==> src/rtl/palette_fade_decoder_pkg.sv <==
// palette_fade_decoder shared package: default palette, fade states,
// brightness limits. Default palette is stored as 12-bit (4-bit nibbles).
package palette_pkg;

  localparam int LVL_W = 5;
  localparam logic [LVL_W-1:0] LEVEL_MAX = 5'd16;

  localparam logic [11:0] ERR_COLOR = 12'hF0F;

  localparam logic [11:0] DEF_PAL [0:7] = '{
    12'hBEB, 12'hDD0, 12'hFFF, 12'hC54,
    12'h7BA, 12'h6CB, 12'h435, 12'hAC5
  };

  typedef enum logic [1:0] {
    FS_IDLE,
    FS_RAMP,
    FS_DONE
  } fade_state_t;

endpackage

==> src/rtl/palette_fade_decoder_channel_scaler.sv <==
// channel_scaler: one color channel multiplied by a 0..16 level,
// then shifted right by 4 (level 16 is unity gain).
module channel_scaler
  import palette_pkg::*;
#(
  parameter int CH_W = 4
) (
  input  logic [CH_W-1:0]  i_c,
  input  logic [LVL_W-1:0] i_level,
  output logic [CH_W-1:0]  o_c
);

  logic [CH_W+4:0] w_prod;

  // product width CH_W+5 holds c*16 without overflow
  always_comb begin
    w_prod = (CH_W+5)'(i_c) * (CH_W+5)'(i_level);
    o_c    = w_prod[CH_W+3:4];
  end

endmodule

==> src/rtl/palette_fade_decoder.sv <==
// palette_fade_decoder: palette RAM lookup + global fade, 2-cycle latency.
// Optional fade FSM/scaler enabled by defining PALETTE_FADE_EN.
module palette_fade_decoder
  import palette_pkg::*;
#(
  parameter int IDX_W       = 4,
  parameter int CH_W        = 4,
  parameter int STEP_FRAMES = 2
) (
  input  logic              clk,
  input  logic              rst_n,
  input  logic              pix_valid_i,
  input  logic [IDX_W-1:0]  pix_idx_i,
  output logic [3*CH_W-1:0] rgb_o,
  output logic              rgb_valid_o,
  input  logic              wr_en_i,
  input  logic [IDX_W-1:0]  wr_addr_i,
  input  logic [3*CH_W-1:0] wr_data_i,
  output logic              wr_ready_o,
  input  logic              frame_tick_i,
  input  logic              fade_start_i,
  input  logic              fade_dir_i,
  output logic              fade_busy_o,
  output logic              fade_done_o
);

  localparam int DEPTH = 2**IDX_W;
  localparam int RGB_W = 3*CH_W;

  // nibble -> CH_W bits, replicated or truncated MSB-first
  function automatic logic [CH_W-1:0] f_nib(input logic [3:0] n);
    logic [CH_W-1:0] r;
    r = '0;
    for (int i = 0; i < CH_W; i++)
      r[CH_W-1-i] = n[3-(i%4)];
    return r;
  endfunction

  function automatic logic [RGB_W-1:0] f_def(input int i);
    logic [11:0] c;
    c = (i < 8) ? DEF_PAL[i%8] : ERR_COLOR;
    return {f_nib(c[11:8]), f_nib(c[7:4]), f_nib(c[3:0])};
  endfunction

  logic [RGB_W-1:0] r_pal [DEPTH];
  logic [RGB_W-1:0] r_s1_rgb;
  logic             r_s1_vld;
  logic [RGB_W-1:0] r_rgb;
  logic             r_vld;
  logic [RGB_W-1:0] w_scaled;
  logic             w_wr_ready;

  // same-entry write during a live read is held off one cycle
  assign w_wr_ready = !(pix_valid_i && (wr_addr_i == pix_idx_i));
  assign wr_ready_o = w_wr_ready;

  // palette RAM with per-entry default restore
  always_ff @(posedge clk or negedge rst_n) begin
    if (!rst_n) begin
      for (int i = 0; i < DEPTH; i++)
        r_pal[i] <= f_def(i);
    end else if (wr_en_i && w_wr_ready) begin
      r_pal[wr_addr_i] <= wr_data_i;
    end
  end

  // stage 1: palette read and valid
  always_ff @(posedge clk or negedge rst_n) begin
    if (!rst_n) begin
      r_s1_rgb <= '0;
      r_s1_vld <= 1'b0;
    end else begin
      r_s1_rgb <= r_pal[pix_idx_i];
      r_s1_vld <= pix_valid_i;
    end
  end

  // stage 2: scaled output, blanked when not valid
  always_ff @(posedge clk or negedge rst_n) begin
    if (!rst_n) begin
      r_rgb <= '0;
      r_vld <= 1'b0;
    end else begin
      r_rgb <= r_s1_vld ? w_scaled : '0;
      r_vld <= r_s1_vld;
    end
  end

  assign rgb_o       = r_rgb;
  assign rgb_valid_o = r_vld;

`ifdef PALETTE_FADE_EN
  localparam int CNT_W = (STEP_FRAMES > 1) ? $clog2(STEP_FRAMES) : 1;
  localparam logic [CNT_W-1:0] CNT_MAX = CNT_W'(STEP_FRAMES - 1);

  fade_state_t      r_state;
  logic             r_dir;
  logic [CNT_W-1:0] r_cnt;
  logic [LVL_W-1:0] r_level;
  logic             r_busy;
  logic             r_done;
  logic [LVL_W-1:0] w_target;

  assign w_target = r_dir ? LEVEL_MAX : '0;

  // fade FSM: level only moves on frame ticks
  always_ff @(posedge clk or negedge rst_n) begin
    if (!rst_n) begin
      r_state <= FS_IDLE;
      r_dir   <= 1'b0;
      r_cnt   <= '0;
      r_level <= LEVEL_MAX;
      r_busy  <= 1'b0;
      r_done  <= 1'b0;
    end else begin
      unique case (r_state)
        FS_IDLE: begin
          r_done <= 1'b0;
          if (fade_start_i) begin
            r_dir   <= fade_dir_i;
            r_cnt   <= '0;
            r_busy  <= 1'b1;
            r_state <= FS_RAMP;
          end
        end
        FS_RAMP: begin
          if (r_level == w_target) begin
            r_busy  <= 1'b0;
            r_done  <= 1'b1;
            r_state <= FS_DONE;
          end else if (frame_tick_i) begin
            if (r_cnt == CNT_MAX) begin
              r_cnt   <= '0;
              r_level <= r_dir ? r_level + 5'd1
                               : r_level - 5'd1;
            end else begin
              r_cnt <= r_cnt + 1'b1;
            end
          end
        end
        FS_DONE: begin
          r_done  <= 1'b0;
          r_state <= FS_IDLE;
        end
        default: begin
          r_state <= FS_IDLE;
        end
      endcase
    end
  end

  assign fade_busy_o = r_busy;
  assign fade_done_o = r_done;

  channel_scaler #(.CH_W(CH_W)) u_scale_r (
    .i_c     (r_s1_rgb[3*CH_W-1 -: CH_W]),
    .i_level (r_level),
    .o_c     (w_scaled[3*CH_W-1 -: CH_W])
  );

  channel_scaler #(.CH_W(CH_W)) u_scale_g (
    .i_c     (r_s1_rgb[2*CH_W-1 -: CH_W]),
    .i_level (r_level),
    .o_c     (w_scaled[2*CH_W-1 -: CH_W])
  );

  channel_scaler #(.CH_W(CH_W)) u_scale_b (
    .i_c     (r_s1_rgb[CH_W-1 -: CH_W]),
    .i_level (r_level),
    .o_c     (w_scaled[CH_W-1 -: CH_W])
  );
`else
  logic w_unused_fade;

  // full brightness always; stage 2 is a plain register
  assign w_scaled      = r_s1_rgb;
  assign fade_busy_o   = 1'b0;
  assign fade_done_o   = 1'b0;
  assign w_unused_fade = ^{frame_tick_i, fade_start_i, fade_dir_i};
`endif

endmodule

==> config.mk <==
export PLATFORM = sky130hd
export DESIGN_NAME = palette_fade_decoder
export DESIGN_NICKNAME = d
export VERILOG_FILES = /design/src/rtl/palette_fade_decoder_pkg.sv /design/src/rtl/palette_fade_decoder_channel_scaler.sv /design/src/rtl/palette_fade_decoder.sv
export SDC_FILE = /design/constraint.sdc
export NUM_CORES = 1
export LEC_CHECK = 0
export CORE_MARGIN = 2
export CORE_UTILIZATION = 63
export CTS_BUF_LIST = sky130_fd_sc_hd__clkbuf_8
export CTS_CLUSTER_DIAMETER = 30
export DETAILED_ROUTE_END_ITERATION = 10
export PLACE_DENSITY = 0.82
export RECOVER_POWER = 100
export SYNTH_ARGS = -nofsm -noshare
export SYNTH_HDL_FRONTEND = slang
export SYNTH_SLANG_ARGS = --single-unit
==> constraint.sdc <==
create_clock -name clk -period 2.5 [get_ports clk]
set_input_delay 0.5 -clock clk [delete_from_list [all_inputs] [get_ports clk]]
set_output_delay 0.5 -clock clk [all_outputs]
set_load 0.005 [all_outputs]
==> flow_summary.ini <==
[placed_design]
place_congestion = 0.797
dp_hpwl_mm = 13.5
io_buffers = 37
place_area_sq_um = 10800

[grt]
grt_overflow_total = 0
grt.total_usage_pct = 27.8
antenna_found_initial = 0
grt_first_pass_wirelength_mm = 34.8
grt_max_degree = 72
first_global_vias = 6490

[setup_path]
rr_endpoint = r_s1_rgb[7]
worst-r2r-cell-count = 3
critical_path.startpoint = wr_addr_i[2]
path_class = in2out
worst_setup_path_end_kind = output port
worstPathArrival_ns = 1.94
r2r_setup_slack_ns = 1.03
r2r_start = r_pal[55]
critPathMaxFanout = 2
required_ns = 2.00
start_kind = input port

[route]
first_iter_violations = 292
vias = 5649
wl_per_cell_um = 23.0
drtAntennaViolNets = 0
first_pass_iters = 4
wl_mm = 21.5
drcViolationCount = 0
vias_per_cell = 6.05

[synth]
synth_edf_count = 0
synth-adder-area-share_pct = 0
synth.area.mux_share_pct = 33.2
synthSimpleGateAreaFrac_pct = 4.07
yosysTopAreaCellShare_pct = 32.6
ys_seq_area_share_pct = 57.1
synthXorXnorAreaFrac_pct = 0.357
synth_area_sq_um = 9820
syn_inst = 642
synth_compound_area_share_pct = 2.59
synth_top_family_by_area = multiplexers
synth_cell_types = 32
yosysTopAreaCell = dfstp_2
async_reset_ff_share_pct = 100
syn_area_per_cell_sq_um = 15.3
yosys_most_used_dff = dfstp_2
yosys-top-cells-area = dfstp_2, dfrtp_1, mux2_2
ys_seq_elements = 218
yosys_warnings = 0

[sta]
worst_pin_slew_ns = 1.79
timing.final.crit_share_pct = 97.8
hold_viol = 0
period_needed_ns = 2.44
setup_violations = 0
fmax_ghz = 0.409
rsz0062_at_grt = false
slew_violations = 69
slew_headroom_pct = -19.2
fin_skew_ns = 0.0166

[clock_tree]
clock_latency_ns = 0.52
clkTransAtPathRegs_ns = 0.06
clock-sinks = 218
numCtsBuffers = 41
ctsLongestPathBuffers = 3
cts_tree = yes
root_buffer = clkbuf_8
h-tree-depth = 2

[floorplanning]
pin_count = 43
rows = 45
die-width_um = 129
initial_core_util_pct = 64.6
die_area_sq_um = 16600
coreArea_sq_um = 15200
die_y_um = 129

[pwr]
power_mw = 10.5
pwr-share-seq_pct = 48.4
power.density_nw_per_um2 = 918
intPower_mw = 8.02
p_clk_share_pct = 35.4
p_sw_mw = 2.49
comb_power_share_pct = 16.1
netSwitchingFraction_pct = 23.7
peakVddDrop_v = 0.000539
leakage_nw = 4.78

[status]
status = complete, but fails checks
violations = max-capacitance violations, max-slew violations

[finish]
final_area_sq_um = 11500
nNetsFinal = 741
drive_above_1_share_pct = 62.3
nFillCells = 962
area_growth_pct = 16.7

[hold_path]
min_path_type = reg2reg
hold_path_end = rgb_o[2]
holdPathStages = 1
min_from = r_s1_rgb[2]

[run]
cap_violations = 1
==> per-stage QoR <==
| stage | hold slack [ns] | std cells | util (%) | setup TNS, ns | worst slack, ns |
|---|---|---|---|---|---|
| after global placement | 0.442 | 857 | 70.7 | -21.20 | -0.201 |
| final | 0.457 | 933 | 75.4 | 0 | 0.0551 |
| after global routing | 0.485 | 931 | 75.3 | 0 | 0.0141 |
| after detailed placement | 0.444 | 857 | 70.7 | -34.20 | -0.270 |
| after CTS | 0.460 | 930 | 77.0 | 0 | 0.0516 |
| after floorplan | 0.204 | 643 | - | 0 | 0.214 |
==> layer usage <==
| layer | track usage (%) | part of all wire (%) | vias up |
|---|---|---|---|
| met4 | 10.9 | 2.7 | 0 |
| met5 | 0 | 0 | - |
| met1 | 35.7 | 42 | 2986 |
| met2 | 47.2 | 51 | 131 |
| li1 | - | - | 2491 |
| met3 | 5.28 | 4.9 | 41 |
==> cells by family (layout without fill, tap and decap cells) <==
family | Yosys count | after routing
compound gates | 35 | 35
xor+xnor | 4 | 4
simple gates | 65 | 65
flops | 218 | 218
mux | 265 | 265
other cells | 1 | 4
buf+inv | 54 | 154
==> worst max-delay path by stage <==
| stage | endpoint | slack (ns) |
|---|---|---|
| floorplan | r_pal[145] | 0.21 |
| global placement | r_pal[168] | -0.20 |
| detailed placement | r_pal[168] | -0.27 |
| CTS | wr_ready_o | 0.05 |
| global route | wr_ready_o | 0.01 |
| finish | wr_ready_o | 0.06 |
==> synth_stat cells (4+ instances only) <==
master and instances:
o31ai_1 7, mux2_2 208, dfstp_2 122, buf_2 18, mux4_2 28, a22o_1 8, a22oi_1 7, and2_1 14
nor4_1 4, buf_4 6, buf_1 5, o22ai_1 8, nand4_1 4, mux2i_1 29, dfrtp_1 96, clkbuf_1 24
nand2b_1 9, xor2_1 4, nand2_1 11, nor3_1 11, o21ai_0 4
==> final cells by class <==
cell class / count / area, sq um / area share [%]
antenna: 2 / 5.00 / 0.0437
clock buffer: 49 / 674 / 5.88
clock inverter: 23 / 234 / 2.04
multi-input combinational: 371 / 3990 / 34.8
sequential: 218 / 5610 / 48.9
tap: 188 / 235 / 2.05
timing repair buffer: 82 / 711 / 6.20
==> sequential cells by signal (all words and copies together), names as in the netlist <==
signal and count:
r_pal 192, r_s1_rgb 12, r_s1_vld 1, rgb_o 12, rgb_valid_o 1
==> power by group through the flow <==
stage / Combinational [mW] / Sequential, mW / Clock [mW]
floorplan: 1.27 / 4.98 / 0
global placement: 1.64 / 5.04 / 0
detailed placement: 1.74 / 5.13 / 0
CTS: 1.76 / 5.09 / 3.80
global route: 1.84 / 5.19 / 3.99
finish: 1.70 / 5.10 / 3.73
==> critical path: stages <==
cell             delay (ns)
clkdlybuf4s50_1        0.45
xor2_1                 0.19
nor4_2                 0.28
nand2_1                0.08
clkdlybuf4s50_1        0.45
==> cell usage in the layout (no fill, tap or decap), types with 3 or more instances in the layout <==
| cell | netlist | layout |
|---|---|---|
| a22o_1 | 8 | 8 |
| dfstp_2 | 122 | 122 |
| o31ai_1 | 7 | 7 |
| a22oi_1 | 7 | 7 |
| dlygate4sd3_1 | 0 | 15 |
| nand2_1 | 11 | 11 |
| clkbuf_8 | 0 | 49 |
| o21ai_0 | 4 | 4 |
| mux2_2 | 208 | 205 |
| nor3_1 | 11 | 11 |
| clkdlybuf4s50_1 | 0 | 16 |
| mux2_1 | 0 | 3 |
| nand4_1 | 4 | 4 |
| bufinv_16 | 0 | 5 |
| nor4_2 | 0 | 3 |
| mux2i_1 | 29 | 29 |
| dlygate4sd2_1 | 0 | 4 |
| clkbuf_2 | 0 | 16 |
| clkbuf_1 | 24 | 6 |
| and2_1 | 14 | 5 |
| buf_4 | 6 | 15 |
| nand2b_1 | 9 | 9 |
| buf_12 | 0 | 6 |
| dfrtp_1 | 96 | 96 |
| mux4_2 | 28 | 28 |
| inv_1 | 0 | 12 |
| o22ai_1 | 8 | 8 |
| clkinv_2 | 0 | 3 |
| and2_0 | 0 | 9 |
==> what timing repair did <==
action	4_1_cts	5_1_grt
endpoints found under the hold margin	2	0
buffers inserted	0	1
resized for setup	9	0
pin swaps	2	1
setup endpoints to repair	1	1
hold buffers	1	0
Note: power is estimated with default switching activity, not from simulation.
